<file path="src/rtl/needs_engine.sv">
// Pet need-level generator: advances the six needs on a prescaled game tick,
// applies accepted care actions and tracks the ALIVE/SLEEPING/DEAD life state.
module needs_engine #(
    parameter int TICK_DIV    = 50_000_000,
    parameter int HUNGER_PER  = 2,
    parameter int HAPPY_PER   = 3,
    parameter int HYGIENE_PER = 4,
    parameter int ENERGY_PER  = 5,
    parameter int SOCIAL_PER  = 3,
    parameter int HEAL_PER    = 4,
    parameter int SLEEP_TICKS = 8
) (
    input  logic        clk,
    input  logic        reset,
    input  logic        act_valid,
    input  logic [2:0]  act_code,
    output logic        act_ready,
    output logic [3:0]  hunger,
    output logic [4:0]  happiness,
    output logic [3:0]  health,
    output logic [3:0]  hygiene,
    output logic [3:0]  energy,
    output logic [3:0]  social,
    output logic        sleeping,
    output logic        dead,
    output logic [15:0] age
);

    localparam int PSW = (TICK_DIV > 1) ? $clog2(TICK_DIV) : 1;

    localparam logic [2:0] ACT_FEED     = 3'd0;
    localparam logic [2:0] ACT_PLAY     = 3'd1;
    localparam logic [2:0] ACT_CLEAN    = 3'd2;
    localparam logic [2:0] ACT_SLEEP    = 3'd3;
    localparam logic [2:0] ACT_MEDICINE = 3'd4;
    localparam logic [2:0] ACT_SOCIAL   = 3'd5;

    typedef enum logic [1:0] {
        ALIVE    = 2'd0,
        SLEEPING = 2'd1,
        DEAD     = 2'd2
    } state_t;

    state_t state, state_nx;

    logic [PSW-1:0] presc;
    logic           tick, accept, afflicted;
    logic [7:0]     hun_cnt, hap_cnt, hyg_cnt, eng_cnt, soc_cnt, heal_cnt, slp_cnt;
    logic [7:0]     hun_cnt_nx, hap_cnt_nx, hyg_cnt_nx, eng_cnt_nx, soc_cnt_nx, heal_cnt_nx, slp_cnt_nx;
    logic [3:0]     hunger_nx, health_nx, hygiene_nx, energy_nx, social_nx;
    logic [4:0]     happiness_nx;
    logic [15:0]    age_nx;

    function automatic logic [3:0] add4(input logic [3:0] v, input logic [3:0] n);
        logic [4:0] s;
        s = {1'b0, v} + {1'b0, n};
        return (s > 5'd15) ? 4'd15 : s[3:0];
    endfunction

    function automatic logic [3:0] sub4(input logic [3:0] v, input logic [3:0] n);
        return (v >= n) ? v - n : 4'd0;
    endfunction

    function automatic logic [4:0] add5(input logic [4:0] v, input logic [4:0] n);
        logic [5:0] s;
        s = {1'b0, v} + {1'b0, n};
        return (s > 6'd31) ? 5'd31 : s[4:0];
    endfunction

    function automatic logic [4:0] sub5(input logic [4:0] v, input logic [4:0] n);
        return (v >= n) ? v - n : 5'd0;
    endfunction

    function automatic logic fires(input logic [7:0] c, input int per);
        return c == 8'(per - 1);
    endfunction

    assign tick      = (presc == PSW'(TICK_DIV - 1));
    assign act_ready = (state == ALIVE) && !reset;
    assign accept    = act_valid && act_ready;

    // The action is applied first; the tick then works on the post-action values.
    always_comb begin
        state_nx     = state;
        hunger_nx    = hunger;
        happiness_nx = happiness;
        health_nx    = health;
        hygiene_nx   = hygiene;
        energy_nx    = energy;
        social_nx    = social;
        age_nx       = age;
        hun_cnt_nx   = hun_cnt;
        hap_cnt_nx   = hap_cnt;
        hyg_cnt_nx   = hyg_cnt;
        eng_cnt_nx   = eng_cnt;
        soc_cnt_nx   = soc_cnt;
        heal_cnt_nx  = heal_cnt;
        slp_cnt_nx   = slp_cnt;
        afflicted    = 1'b0;

        if (state != DEAD) begin
            if (accept) begin
                case (act_code)
                    ACT_FEED:     hunger_nx = sub4(hunger, 4'd4);
                    ACT_PLAY: begin
                        happiness_nx = sub5(happiness, 5'd4);
                        energy_nx    = add4(energy, 4'd2);
                    end
                    ACT_CLEAN:    hygiene_nx = 4'd0;
                    ACT_SLEEP: begin
                        state_nx   = SLEEPING;
                        slp_cnt_nx = 8'd0;
                    end
                    ACT_MEDICINE: health_nx = sub4(health, 4'd6);
                    ACT_SOCIAL: begin
                        social_nx    = sub4(social, 4'd4);
                        happiness_nx = sub5(happiness, 5'd2);
                    end
                    default: ;
                endcase
            end

            if (tick) begin
                age_nx = (age == 16'hFFFF) ? age : age + 16'd1;

                // Affliction is judged before this tick's own hunger/hygiene growth.
                afflicted = (hunger_nx >= 4'd12) || (hygiene_nx >= 4'd12);
                if (afflicted) begin
                    health_nx   = add4(health_nx, 4'd1);
                    heal_cnt_nx = 8'd0;
                end else if (fires(heal_cnt, HEAL_PER)) begin
                    health_nx   = sub4(health_nx, 4'd1);
                    heal_cnt_nx = 8'd0;
                end else begin
                    heal_cnt_nx = heal_cnt + 8'd1;
                end

                if (fires(hun_cnt, HUNGER_PER)) begin
                    hunger_nx  = add4(hunger_nx, 4'd1);
                    hun_cnt_nx = 8'd0;
                end else begin
                    hun_cnt_nx = hun_cnt + 8'd1;
                end

                if (state == ALIVE) begin
                    if (fires(hap_cnt, HAPPY_PER)) begin
                        happiness_nx = add5(happiness_nx, 5'd1);
                        hap_cnt_nx   = 8'd0;
                    end else begin
                        hap_cnt_nx = hap_cnt + 8'd1;
                    end
                    if (fires(hyg_cnt, HYGIENE_PER)) begin
                        hygiene_nx = add4(hygiene_nx, 4'd1);
                        hyg_cnt_nx = 8'd0;
                    end else begin
                        hyg_cnt_nx = hyg_cnt + 8'd1;
                    end
                    if (fires(soc_cnt, SOCIAL_PER)) begin
                        social_nx  = add4(social_nx, 4'd1);
                        soc_cnt_nx = 8'd0;
                    end else begin
                        soc_cnt_nx = soc_cnt + 8'd1;
                    end
                    if (fires(eng_cnt, ENERGY_PER)) begin
                        energy_nx  = add4(energy_nx, 4'd1);
                        eng_cnt_nx = 8'd0;
                    end else begin
                        eng_cnt_nx = eng_cnt + 8'd1;
                    end
                end else begin
                    energy_nx  = sub4(energy_nx, 4'd1);
                    slp_cnt_nx = slp_cnt + 8'd1;
                    if ((energy_nx == 4'd0) || (slp_cnt_nx == 8'(SLEEP_TICKS))) begin
                        state_nx   = ALIVE;
                        eng_cnt_nx = 8'd0;
                    end
                end
            end

            if ((hunger_nx == 4'd15) || (health_nx == 4'd15)) begin
                state_nx = DEAD;
            end
        end
    end

    always_ff @(posedge clk) begin
        if (reset) begin
            state     <= ALIVE;
            presc     <= '0;
            hun_cnt   <= 8'd0;
            hap_cnt   <= 8'd0;
            hyg_cnt   <= 8'd0;
            eng_cnt   <= 8'd0;
            soc_cnt   <= 8'd0;
            heal_cnt  <= 8'd0;
            slp_cnt   <= 8'd0;
            hunger    <= 4'd0;
            happiness <= 5'd0;
            health    <= 4'd0;
            hygiene   <= 4'd0;
            energy    <= 4'd0;
            social    <= 4'd0;
            age       <= 16'd0;
            sleeping  <= 1'b0;
            dead      <= 1'b0;
        end else begin
            state     <= state_nx;
            presc     <= tick ? '0 : presc + PSW'(1);
            hun_cnt   <= hun_cnt_nx;
            hap_cnt   <= hap_cnt_nx;
            hyg_cnt   <= hyg_cnt_nx;
            eng_cnt   <= eng_cnt_nx;
            soc_cnt   <= soc_cnt_nx;
            heal_cnt  <= heal_cnt_nx;
            slp_cnt   <= slp_cnt_nx;
            hunger    <= hunger_nx;
            happiness <= happiness_nx;
            health    <= health_nx;
            hygiene   <= hygiene_nx;
            energy    <= energy_nx;
            social    <= social_nx;
            age       <= age_nx;
            sleeping  <= (state_nx == SLEEPING);
            dead      <= (state_nx == DEAD);
        end
    end

endmodule

</file>
<file path="config.mk">
export PLATFORM = sky130hd
export DESIGN_NAME = needs_engine
export DESIGN_NICKNAME = d
export VERILOG_FILES = /design/src/rtl/needs_engine.sv
export SDC_FILE = /design/constraint.sdc
export NUM_CORES = 1
export LEC_CHECK = 0
export ABC_AREA = 1
export BUFFER_PORTS_ARGS = -buffer_cell sky130_fd_sc_hd__buf_2
export CAP_MARGIN = 10
export CORE_MARGIN = 8
export CORE_UTILIZATION = 45
export DETAILED_ROUTE_END_ITERATION = 12
export GPL_ROUTABILITY_DRIVEN = 0
export PLACE_DENSITY = 0.69
export SETUP_SLACK_MARGIN = 0.3
export SYNTH_ARGS = -nofsm -noshare
export SYNTH_HDL_FRONTEND = slang
export SYNTH_SLANG_ARGS = --single-unit
</file>
<file path="constraint.sdc">
create_clock -name clk -period 2.55 [get_ports clk]
set_input_delay 0.1275 -clock clk [delete_from_list [all_inputs] [get_ports clk]]
set_output_delay 0.1275 -clock clk [all_outputs]
set_load 0.005 [all_outputs]
</file>
# Yosys cells after proc, flatten, opt, wreduce, memory -nomap -nowiden
# Cells that the tools add are included.
# totals
register_bits	127
in_bits	6
wordCells	163
# op_classes
add_sub_neg	23
order_cmp	16
n_eq_ne	19
mux	71
bitwise_logic	1
n_reduce_logical	15
# ops
op	n
two-way mux 4 bit	42
two-way mux 8 bit	13
adder 8 x 1 -> 8 bit (second input constant)	7
two-way mux 5 bit	8
equality test 8 x 2 -> 1 bit (second input constant)	4
greater-than comparator 5 x 4 -> 1 bit (second input constant)	6
adder 26 x 1 -> 26 bit (second input constant)	1
equality test 26 bit (second input constant)	1
adder 4 x 1 -> 5 bit (second input constant)	5
adder 16 x 1 -> 16 bit (second input constant)	1
equality test 16 bit (second input constant)	1
two-way mux 2 bit	7
greater-or-equal comparator 4 x 3 -> 1 bit (second input constant)	3
subtractor 4 x 3 -> 4 bit (second input constant)	3
case mux 5 bit (2 select lines)	1
AND reduction 3 bit	3
equality test 4 bit (second input constant)	2
equality test 8 x 1 -> 1 bit (second input constant)	1
equality test 8 x 3 -> 1 bit (second input constant)	1
equality test 8 x 4 -> 1 bit (second input constant)	1
greater-or-equal comparator 4 x 1 -> 1 bit (second input constant)	2
greater-or-equal comparator 4 bit (second input constant)	2
subtractor 4 x 1 -> 4 bit (second input constant)	2
adder 5 x 1 -> 6 bit (second input constant)	1
22 further kinds	27

# Longest topological paths before layout
# Gate-level depths: netlist of the first run.
# logic_depth
depth_word	16
mapped_depth	22
mapped_depth_nobuf	22

# Worst setup path before layout of the first run
# Ideal clock, no wire load.
# synth_path
path_type	flip-flop to flip-flop
startpoint	reg energy[1]
endpoint	reg eng_cnt[1]
t_arrival_ps	2387
required_time_ps	2433
slack_ps	46
path_stages_with_launch	20
cell_sequence	dfxtp_1 inv_1 ha_1 nor2_1 nand4_1 nand2_1 nand3_1 nand2_1 inv_1 ha_1 inv_1 o21ai_0 nand2_1 inv_1 nand2_1 nand3_2 buf_6 nand2_1 o21ai_1 nor2_1
# synth_between
elab_chain_len	12
# synth_rtl
item	line	text
from (decl)	22	output logic [3:0] energy,
from (signal assigned)	220	energy <= energy_nx;
adder 4 x 2 -> 5 bit	56	s = {1'b0, v} + {1'b0, n};
greater-than comparator 5 x 4 -> 1 bit	57	return (s > 5'd15) ? 4'd15 : s[3:0];
two-way mux 4 bit	57	
two-way mux 4 bit	103	case (act_code)
two-way mux 4 bit (*)	102	if (accept) begin
two-way mux 4 bit (*)	101	if (state != DEAD) begin
subtractor 4 x 1 -> 4 bit or greater-or-equal comparator 4 x 1 -> 1 bit (tied branches)	61	return (v >= n) ? v - n : 4'd0;
two-way mux 4 bit (*)	61	
zero test 4 bit (*)	173	if ((energy_nx == 4'd0) || (slp_cnt_nx == 8'(SLEEP_TICKS))) begin
logical OR 1 bit (*)	173	
nonzero test 2 bit (no source line) (*)	-	
AND reduction 3 bit (no source line) (*)	-	
to (signal assigned)	212	eng_cnt <= eng_cnt_nx;
to (decl)	48	logic [7:0] hun_cnt, hap_cnt, hyg_cnt, eng_cnt, soc_cnt, heal_cnt, slp_cnt;
# Every way passes the cells marked *; elsewhere a longest branch is shown, timed or not. The select of a mux whose other input is x is not followed.
# A chain may end at the register's enable or synchronous reset.

# Worst setup path after layout of the first run
# layout_path
startpoint	reg state[0]
endpoint	reg eng_cnt[3]
# layout_between
elab_chain_len	11
# layout_rtl
item	line	text
from (decl)	44	state_t state, state_nx;
from (signal assigned)	207	state <= state_nx;
zero test 2 bit	79, 145	
logical AND 1 bit	79	assign act_ready = (state == ALIVE) && !reset;
logical AND 1 bit	80	assign accept = act_valid && act_ready;
two-way mux 4 bit	102	
two-way mux 4 bit	101	
subtractor 4 x 1 -> 4 bit or greater-or-equal comparator 4 x 1 -> 1 bit (tied branches)	61	
two-way mux 4 bit	61	
zero test 4 bit	173	
logical OR 1 bit	173	
nonzero test 2 bit (no source line)	-	
AND reduction 3 bit (no source line)	-	
# Several ways; a longest one is shown, not always the timed one. The select of a mux whose other input is x is not followed.

==> results.cfg, run 1 <==
[synthesis]
yosys_most_used_dff = dfxtp_1
async_flop_share = 0
yosys_warnings = 0
synth-seq-cells = 127
synth_edf_count = 0
avgSynthCellArea_um2 = 6.74
synth.net_count = 1206
syn-instance-count = 1167
synth-seq-area-share = 0.323
synth_area_um2 = 7870
ys_types = 52

[setup_path]
path_max_fanout = 7
start_kind = flop
path_class = reg -> reg
worstPathArrival_ns = 2.87
worstReg2RegStart = state[0]
ff2ff_setup_slack_ns = 0.05
critPathCaptureType = flop
reg2reg_depth = 18
cp-startpoint = state[0]
cp.required_ns = 2.92
rr_endpoint = eng_cnt[3]

[clocking]
clock_latency_ns = 0.43
clkTransAtPathRegs_ns = 0.06
clk_path_buf_depth = 2
root_buffer = clkbuf_16
cts_htree_levels = 4
cts_buffers = 17
cts_tree = built
clock_sinks = 127
hold_buffers = 0

[cells_and_area]
multi_input_area_um2 = 5290
regMostFlops = presc
area_delta_synth_final_pct = 33.8
fin_nets = 1342
regArea_um2 = 2570
drive_gt1_frac = 0.293
insertedDiodeCount = 0
postLayoutCoreUtil = 0.613
top_regs = presc (26), age (16)
fill_cells = 1477
largest_reg_flops = 26

[global_routing]
grt_antenna_before_repair = 0
grt_max_degree = 38
grt_pass1_wl_mm = 33.8
grt_pass1_vias = 7365
grt_util_all_layers = 0.186
grt_overflow = 0

[power_and_ir_drop]
p_per_area_nw_per_um2 = 474
swShare = 0.208
switchingPower_w = 0.00104
p_leak_nw = 4.49
p_clk_frac = 0.556
p_int_w = 0.00394
p_total_w = 0.00498
irDropWorstVdd_uv = 511
seq_power_share = 0.401
comb_power_share = 0.043

[placed_design]
post-dp-hpwl_mm = 14.5
io_buffers = 49
pre_cts_slack_ns = 0.0477

[hold_path]
hold_start = reset
hp-class = in -> reg
whs_path_depth = 3
hold_end = energy[1]

[routing]
drtPass1Iterations = 5
routed_via_density = 5.30
vias = 8162
finalWirelength_mm = 21.8
antenna_left = 0
wire_per_inst_um = 14.2
drc = 0
drtIter0Drc = 511

[run_status]
status = complete, no violations

[timing]
max_slew_margin = 0.587
fin_hold_ws_ns = 0.250
max_clock_freq_mhz = 401
min_period_over_period = 0.979
finClkSkew_ns = 0.0161
fin_crit_ns = 2.50
setup_slack_ns = 0.0536
rsz0062_at_grt = true
worstMarginPinSlew_ns = 0.615
setup_viol = 0
finalHoldViolCount = 0
maxSlewViolCount = 0

[floorplan]
die_x_um = 148
row_count = 48
coreArea_um2 = 17200
dieArea_um2 = 22000
die_h_um = 148
initial_core_util = 0.458
io_pins = 50

[flow_run]
maxCapViolCount = 0
[cell usage after synthesis (all sizes together), types with 2 or more instances]
cell type	number	share of area
o22ai	4	0.0032
buf	7	0.0060
inv	192	0.092
xnor2	9	0.010
nor2	149	0.084
xor2	10	0.011
nor3	42	0.031
nand3b	2	0.0019
o21bai	6	0.0057
o21a	4	0.0038
nand2	227	0.11
ha	33	0.052
nor4	17	0.019
o211ai	4	0.0038
or2	3	0.0024
o21ai	70	0.047
nand4	28	0.022
a21o	2	0.0019
nand3	99	0.070
a21oi	80	0.053
dfxtp	127	0.32
a211oi	11	0.010
nor3b	9	0.0086
clkbuf	11	0.0052
a21boi	2	0.0019
a31oi	9	0.0072
[worst max-delay path by stage]
stage	slack, ns	to	cells after the start
2_1_floorplan	0.30	sleeping	18
3_3_place_gp	0.11	sleeping	19
3_5_place_dp	0.05	sleeping	19
4_1_cts	0.17	eng_cnt[6]	18
5_1_grt	-0.13	eng_cnt[3]	18
6_report	0.05	eng_cnt[3]	18
[critical path, stage by stage, from the launching register on]
cell and delay, ns:
dfxtp_4 0.35, nor2_4 0.13, nand3_4 0.14, nor3_4 0.30
inv_2 0.08, nand2_2 0.09, nand2_4 0.09, ha_4 0.19
nor2_1 0.17, nor2_1 0.07, nand2_1 0.06, inv_1 0.04
nand2_2 0.08, nand3_4 0.10, buf_4 0.16, buf_4 0.12
nand3b_1 0.07, nand3_1 0.08, nor2_1 0.11
[layer usage]
layer	share of wire	track usage	vias to the layer above
met1	0.43	0.223	3775
met2	0.49	0.311	199
met5	0	0	-
li1	-	-	4134
met4	0.029	0.0857	0
met3	0.047	0.0419	54
[layout make-up]
cell class / instances / share of cell area
multi-input cells: 830 / 0.502
flip-flops and latches: 127 / 0.244
repair buffers: 135 / 0.0922
inverters: 192 / 0.0710
clock buffers: 21 / 0.0437
well taps: 225 / 0.0267
clock inverters: 11 / 0.0200
[placed cells by master (no fill, tap or decap), types with 18 or more instances in the layout]
cell,instances
ha_1,26
nand2_2,27
nor2_1,111
a21oi_1,68
nand2_1,186
nand3_1,70
nand4_1,28
o21ai_0,46
nor2_2,21
buf_4,73
inv_1,162
nand3_2,21
inv_2,22
clkbuf_16,18
nor3_1,27
buf_2,49
dfxtp_1,117
[through the flow]
step | TNS [ns] | instance area [um^2] | std cells
finish | 0 | 10500 | 1541
global route | -0.549 | 10500 | 1541
CTS | 0 | 9570 | 1497
detailed placement | 0 | 8550 | 1450
global placement | 0 | 8550 | 1450
floorplan | 0 | 7910 | 1167
[power groups by stage]
stage / Combinational (W) / Sequential, W / Clock [W]
after floorplan: 0.000116 / 0.00204 / 0
after global placement: 0.000162 / 0.00204 / 0
after detailed placement: 0.000164 / 0.00204 / 0
after CTS: 0.000179 / 0.00200 / 0.00282
after global routing: 0.000233 / 0.00200 / 0.00290
final: 0.000212 / 0.00200 / 0.00277
[cell families after synthesis]
| family | after synthesis | synth area share |
|---|---|---|
| DFF | 127 | 0.323 |
| AOI/OAI and AO/OA | 200 | 0.147 |
| and+or+nand+nor | 578 | 0.354 |
| buffers and inverters | 210 | 0.103 |
| xor gates and xnor gates | 19 | 0.0211 |
| adders and majority gates | 33 | 0.0525 |
[timing repair]
| action | 4_1_cts | 5_1_grt |
|---|---|---|
| pin swaps | 31 | 62 |
| hold endpoints to repair | 0 | 0 |
| endpoints found under the setup margin | 46 | 75 |
| buffers inserted | 15 | 43 |
| gates resized for setup | 63 | 156 |
| cloned | 0 | 1 |
Power figures use the tool's default switching activity.
==> run 2, diff against run 1 <==
- PLACE_DENSITY: 0.69 -> unset
==> run 2 against run 1 <==
Final area increased by 1.3%. Non-clock buffer count increased by 12. First-iteration DRC count increased by 12%. Final cell count increased by 0.78%. Core utilization increased by 0.79 points. Global-route usage increased by 0.35 points. Critical path depth decreased by 1. Clock skew decreased by 0.0090 ns. Wire length increased by 1.4%. Count of clock-buffer cells in the layout unchanged. Critical path type unchanged. Critical endpoint is now dead. Largest cell class unchanged. Highest routed layer unchanged.
==> results.cfg, run 2 (synthesized netlist as in run 1, its figures left out) <==
[cells_and_area]
insertedDiodeCount = 0
fin_nets = 1354
final_cell_mix = nand2_1 (179), inv_1 (163), dfxtp_1 (117)
regMostFlops = presc
largest_reg_flops = 26
area_delta_synth_final_pct = 35.5
drive_gt1_frac = 0.306
postLayoutCoreUtil = 0.621
mostFrequentLayoutCell = nand2_1
top_regs = presc (26), age (16)

[floorplan]
initial_core_util = 0.458
coreArea_um2 = 17200
die_x_um = 148
io_pins = 50
die_h_um = 148
dieArea_um2 = 22000
row_count = 48

[setup_path]
start_kind = flop
path_max_fanout = 5
critPathCaptureType = flop
worstReg2RegStart = state[0]
path_class = reg -> reg
worstPathArrival_ns = 2.79
cp-startpoint = state[0]
cp.required_ns = 2.88

[placed_design]
post-dp-hpwl_mm = 14.3
io_buffers = 49

[power_and_ir_drop]
p_leak_nw = 4.53
irDropWorstVdd_uv = 494
p_per_area_nw_per_um2 = 435

[global_routing]
grt_util_all_layers = 0.189
grt_pass1_vias = 7365
grt_pass1_wl_mm = 34.2
grt_max_degree = 38
grt_overflow = 0
grt_antenna_before_repair = 0

[clocking]
clock_latency_ns = 0.43
root_buffer = clkbuf_16
clk_path_buf_depth = 2
clock_sinks = 127
cts_htree_levels = 4
hold_buffers = 0
cts_tree = built
cts_buffers = 17
clkTransAtPathRegs_ns = 0.06

[timing]
maxSlewViolCount = 0
rsz0062_at_grt = true
worstMarginPinSlew_ns = 0.918
fin_hold_ws_ns = 0.258
finClkSkew_ns = 0.00716
setup_viol = 0
min_period_over_period = 0.965
max_clock_freq_mhz = 407
finalHoldViolCount = 0
max_slew_margin = 0.382
fin_crit_ns = 2.46

[routing]
finalWirelength_mm = 22.1
vias = 8126
antenna_left = 0
wire_per_inst_um = 14.2
drtPass1Iterations = 5
routed_via_density = 5.23
drtIter0Drc = 571
drc = 0

[flow_run]
maxCapViolCount = 0

[hold_path]
hold_start = reset
hp-class = in -> reg

[run_status]
status = complete, no violations
run 2: cell types whose count changed in the layout (fill, tap and decap cells not counted), sizes merged:
cell and delta:
clkinv +5, clkbuf +1, bufinv -4, inv -1, buf +11
run 2: metrics by stage:
step	TNS, ns	power, W	cell area [um^2]	instances	worst slack (ns)
final	0	0.00464	10700	1553	0.0901
after global routing	-0.661	0.00481	10700	1553	-0.0921
after CTS	0	0.00465	9660	1517	0.148
after detailed placement	0	0.00221	8580	1453	0.0190
after global placement	0	0.00221	8580	1453	0.0997
after floorplan	0	0.00216	7910	1167	0.303
run 2: what timing repair did:
action                                  in CTS  in global routing
setup buffers                               31                 35
gates resized for setup                     65                178
gates cloned                                 1                  1
pin swaps                                   32                 69
endpoints found under the setup margin      45                 73
run 2: power breakdown:
part	internal (W)	total [W]	switching [W]
sequential	0.00199	0.00200	0.00000822
clock	0.00148	0.00241	0.000928
combinational	0.0000891	0.000234	0.000145
run 2: worst paths after layout:
check / endpoint / slack, ns / cells after the start
hold reg to reg: hap_cnt[2] / 0.44 / 1
hold / removal: eng_cnt[7] / 0.26 / 3
setup reg to reg: dead / 0.09 / 17
setup / recovery: dead / 0.09 / 17
run 2: routing by layer:
metal	global-route usage	vias up	wire length [um]
met5	0	-	0
met4	0.0729	0	424
met3	0.0422	36	900
met2	0.325	159	11200
met1	0.226	3768	9640
li1	-	4163	-
run 2: cell type report:
type                    count  area [um^2]
multi-input cells         830         5390
inverters                 192          748
clock inverters            11          114
clock buffers              21          460
well taps                 225          282
flip-flops and latches    127         2560
fillers                  1561         6520
repair buffers            147         1100
run 2: critical path, stage by stage, from the launching register on:
cell	delay, ns
dfxtp_4	0.35
nor2_4	0.13
nand3_4	0.11
buf_6	0.15
nor2_4	0.17
a21oi_2	0.16
ha_4	0.19
or2_4	0.25
nor2_4	0.11
nand2_2	0.07
nand2_1	0.08
nand2_2	0.08
a21oi_2	0.16
nor2_2	0.07
nand3_2	0.07
nand2_1	0.06
nor2_1	0.11
nor2_1	0.04
==> run 3, diff against run 2 <==
- CELL_PAD_IN_SITES_DETAIL_PLACEMENT: unset -> 1
- CELL_PAD_IN_SITES_GLOBAL_PLACEMENT: unset -> 2
- CORE_UTILIZATION: 45 -> 31
- PLACE_DENSITY_LB_ADDON: unset -> 0.12
==> run 3 against run 2 <==
Sequential share of layout area down 0.64 points. Final cell count increased by 7.7%. Sequential power about the same. Wire length rose by 20%. Count of clock-buffer cells in the layout shrank 4. Via count rose by 1.5%. Largest cell class unchanged. Largest power group unchanged.
==> results.cfg, run 3 (synthesized netlist as in run 1, its figures left out) <==
[routing]
finalWirelength_mm = 26.5
routed_via_density = 4.93
drtIter0Drc = 270
vias = 8248
antenna_left = 0
drtPass1Iterations = 4
wire_per_inst_um = 15.8
drc = 0

[power_and_ir_drop]
p_per_area_nw_per_um2 = 427
p_leak_nw = 4.60
swShare = 0.263
irDropWorstVdd_uv = 403
comb_power_share = 0.051
seq_power_share = 0.426
p_total_w = 0.00469
p_clk_frac = 0.523
switchingPower_w = 0.00123
p_int_w = 0.00345

[timing]
setup_viol = 0
max_clock_freq_mhz = 414
setup_tns_ns = 0
maxSlewViolCount = 0
fin_crit_ns = 2.42
finalHoldViolCount = 0
worstMarginPinSlew_ns = 0.623
finClkSkew_ns = 0.0256
rsz0062_at_grt = true
max_slew_margin = 0.581
min_period_over_period = 0.947

[cells_and_area]
regMostFlops = presc
regArea_um2 = 2570
mostFrequentLayoutCell = nand2_1
stdcell_count = 1673
fill_cells = 3115
largest_reg_flops = 26
insertedDiodeCount = 0
multi_input_area_um2 = 5480
final_cell_mix = nand2_1 (176), inv_1 (164), dfxtp_1 (114)
top_regs = presc (26), age (16)
drive_gt1_frac = 0.330
fin_nets = 1369
area_delta_synth_final_pct = 39.5

[clocking]
clkTransAtPathRegs_ns = 0.07
hold_buffers = 0
clock_latency_ns = 0.43
clock_sinks = 127
root_buffer = clkbuf_16
cts_htree_levels = 4
cts_tree = built
cts_buffers = 17
clk_path_buf_depth = 2

[setup_path]
critPathCaptureType = flop
path_max_fanout = 5
start_kind = flop
cp.required_ns = 2.91
path_class = reg -> reg
worstPathArrival_ns = 2.77

[floorplan]
die_x_um = 175
io_pins = 50
row_count = 58
dieArea_um2 = 30700
coreArea_um2 = 25000
die_h_um = 175
initial_core_util = 0.314

[placed_design]
io_buffers = 49
post-dp-hpwl_mm = 19.2
placed_cells = 1580

[flow_run]
maxCapViolCount = 0

[global_routing]
grt_util_all_layers = 0.172
grt_overflow = 0
grt_antenna_before_repair = 0
grt_max_degree = 38
grt_pass1_wl_mm = 43.3
met1_usage = 0.207
grt_pass1_vias = 8456
gr-usage-met2 = 0.306
top_usage_layer = met2
grtUsageMet3 = 0.0253

[run_status]
status = complete, no violations

[hold_path]
hp-class = in -> reg
run 3: cell count changes in the layout (fill, tap and decap cells not counted), sizes merged:
| cell | change |
|---|---|
| buf | +17 |
| bufinv | -1 |
| clkbuf | -6 |
| clkinv | -3 |
| clkinvlp | -1 |
| inv | +9 |
run 3: layer usage:
metal  vias up  wire length [um]  share of wire
li1       4176                 -              -
met1      3981             12000           0.45
met2        59             13500           0.51
met3        32               339          0.013
met4         0               601          0.023
met5         -                 0              0
run 3: area by class of cell:
| class | instances | share of cell area |
|---|---|---|
| multi-input combinational | 830 | 0.499 |
| tap | 330 | 0.0376 |
| clock inverter | 15 | 0.0138 |
| inverter | 192 | 0.0686 |
| timing repair buffer | 162 | 0.108 |
| sequential | 127 | 0.234 |
| clock buffer | 17 | 0.0387 |
run 3: what timing repair did:
action | in CTS | in global routing
gates cloned | 1 | 0
gates resized for setup | 106 | 163
pin swaps | 37 | 56
endpoints found under the setup margin | 58 | 83
setup buffers | 40 | 20
run 3: path summary, 6_finish.rpt:
check        startpoint    endpoint  slack, ns  cells after the start
min               reset   social[3]       0.29                      3
max reg2reg   energy[2]  eng_cnt[3]       0.13                     20
max           energy[2]  eng_cnt[3]       0.13                     20
min reg2reg  hap_cnt[2]  hap_cnt[2]       0.44                      1
run 3: critical path, cell delays in order, from the launching register on:
cell     delay (ns)
dfxtp_4        0.37
ha_2           0.19
inv_1          0.05
nand2_2        0.09
nand4_1        0.12
nand2_2        0.11
nand3_2        0.10
nand2_4        0.15
inv_4          0.05
ha_4           0.26
inv_2          0.03
o21ai_1        0.11
nand2_1        0.06
inv_1          0.06
nand2_2        0.08
nand3_4        0.13
buf_12         0.14
nand3_1        0.06
nand2_1        0.07
inv_1          0.03
nor2_1         0.08
run 3: power by group through the flow:
stage	sequential (W)	combinational, W	clock, W
after global routing	0.00200	0.000264	0.00261
after CTS	0.00200	0.000225	0.00255
after detailed placement	0.00204	0.000191	0
after floorplan	0.00204	0.000116	0
after global placement	0.00204	0.000189	0
final	0.00200	0.000240	0.00245
run 3: stage by stage:
step	utilization	setup WS [ns]	hold slack, ns	cell area (um^2)
5_1_grt	0.439	-0.0576	0.304	11000
4_1_cts	0.408	0.142	0.269	10200
2_1_floorplan	-	0.303	0.412	7910
6_report	0.439	0.134	0.290	11000
3_5_place_dp	0.355	0.0571	0.432	8890
3_3_place_gp	0.355	0.0888	0.429	8890
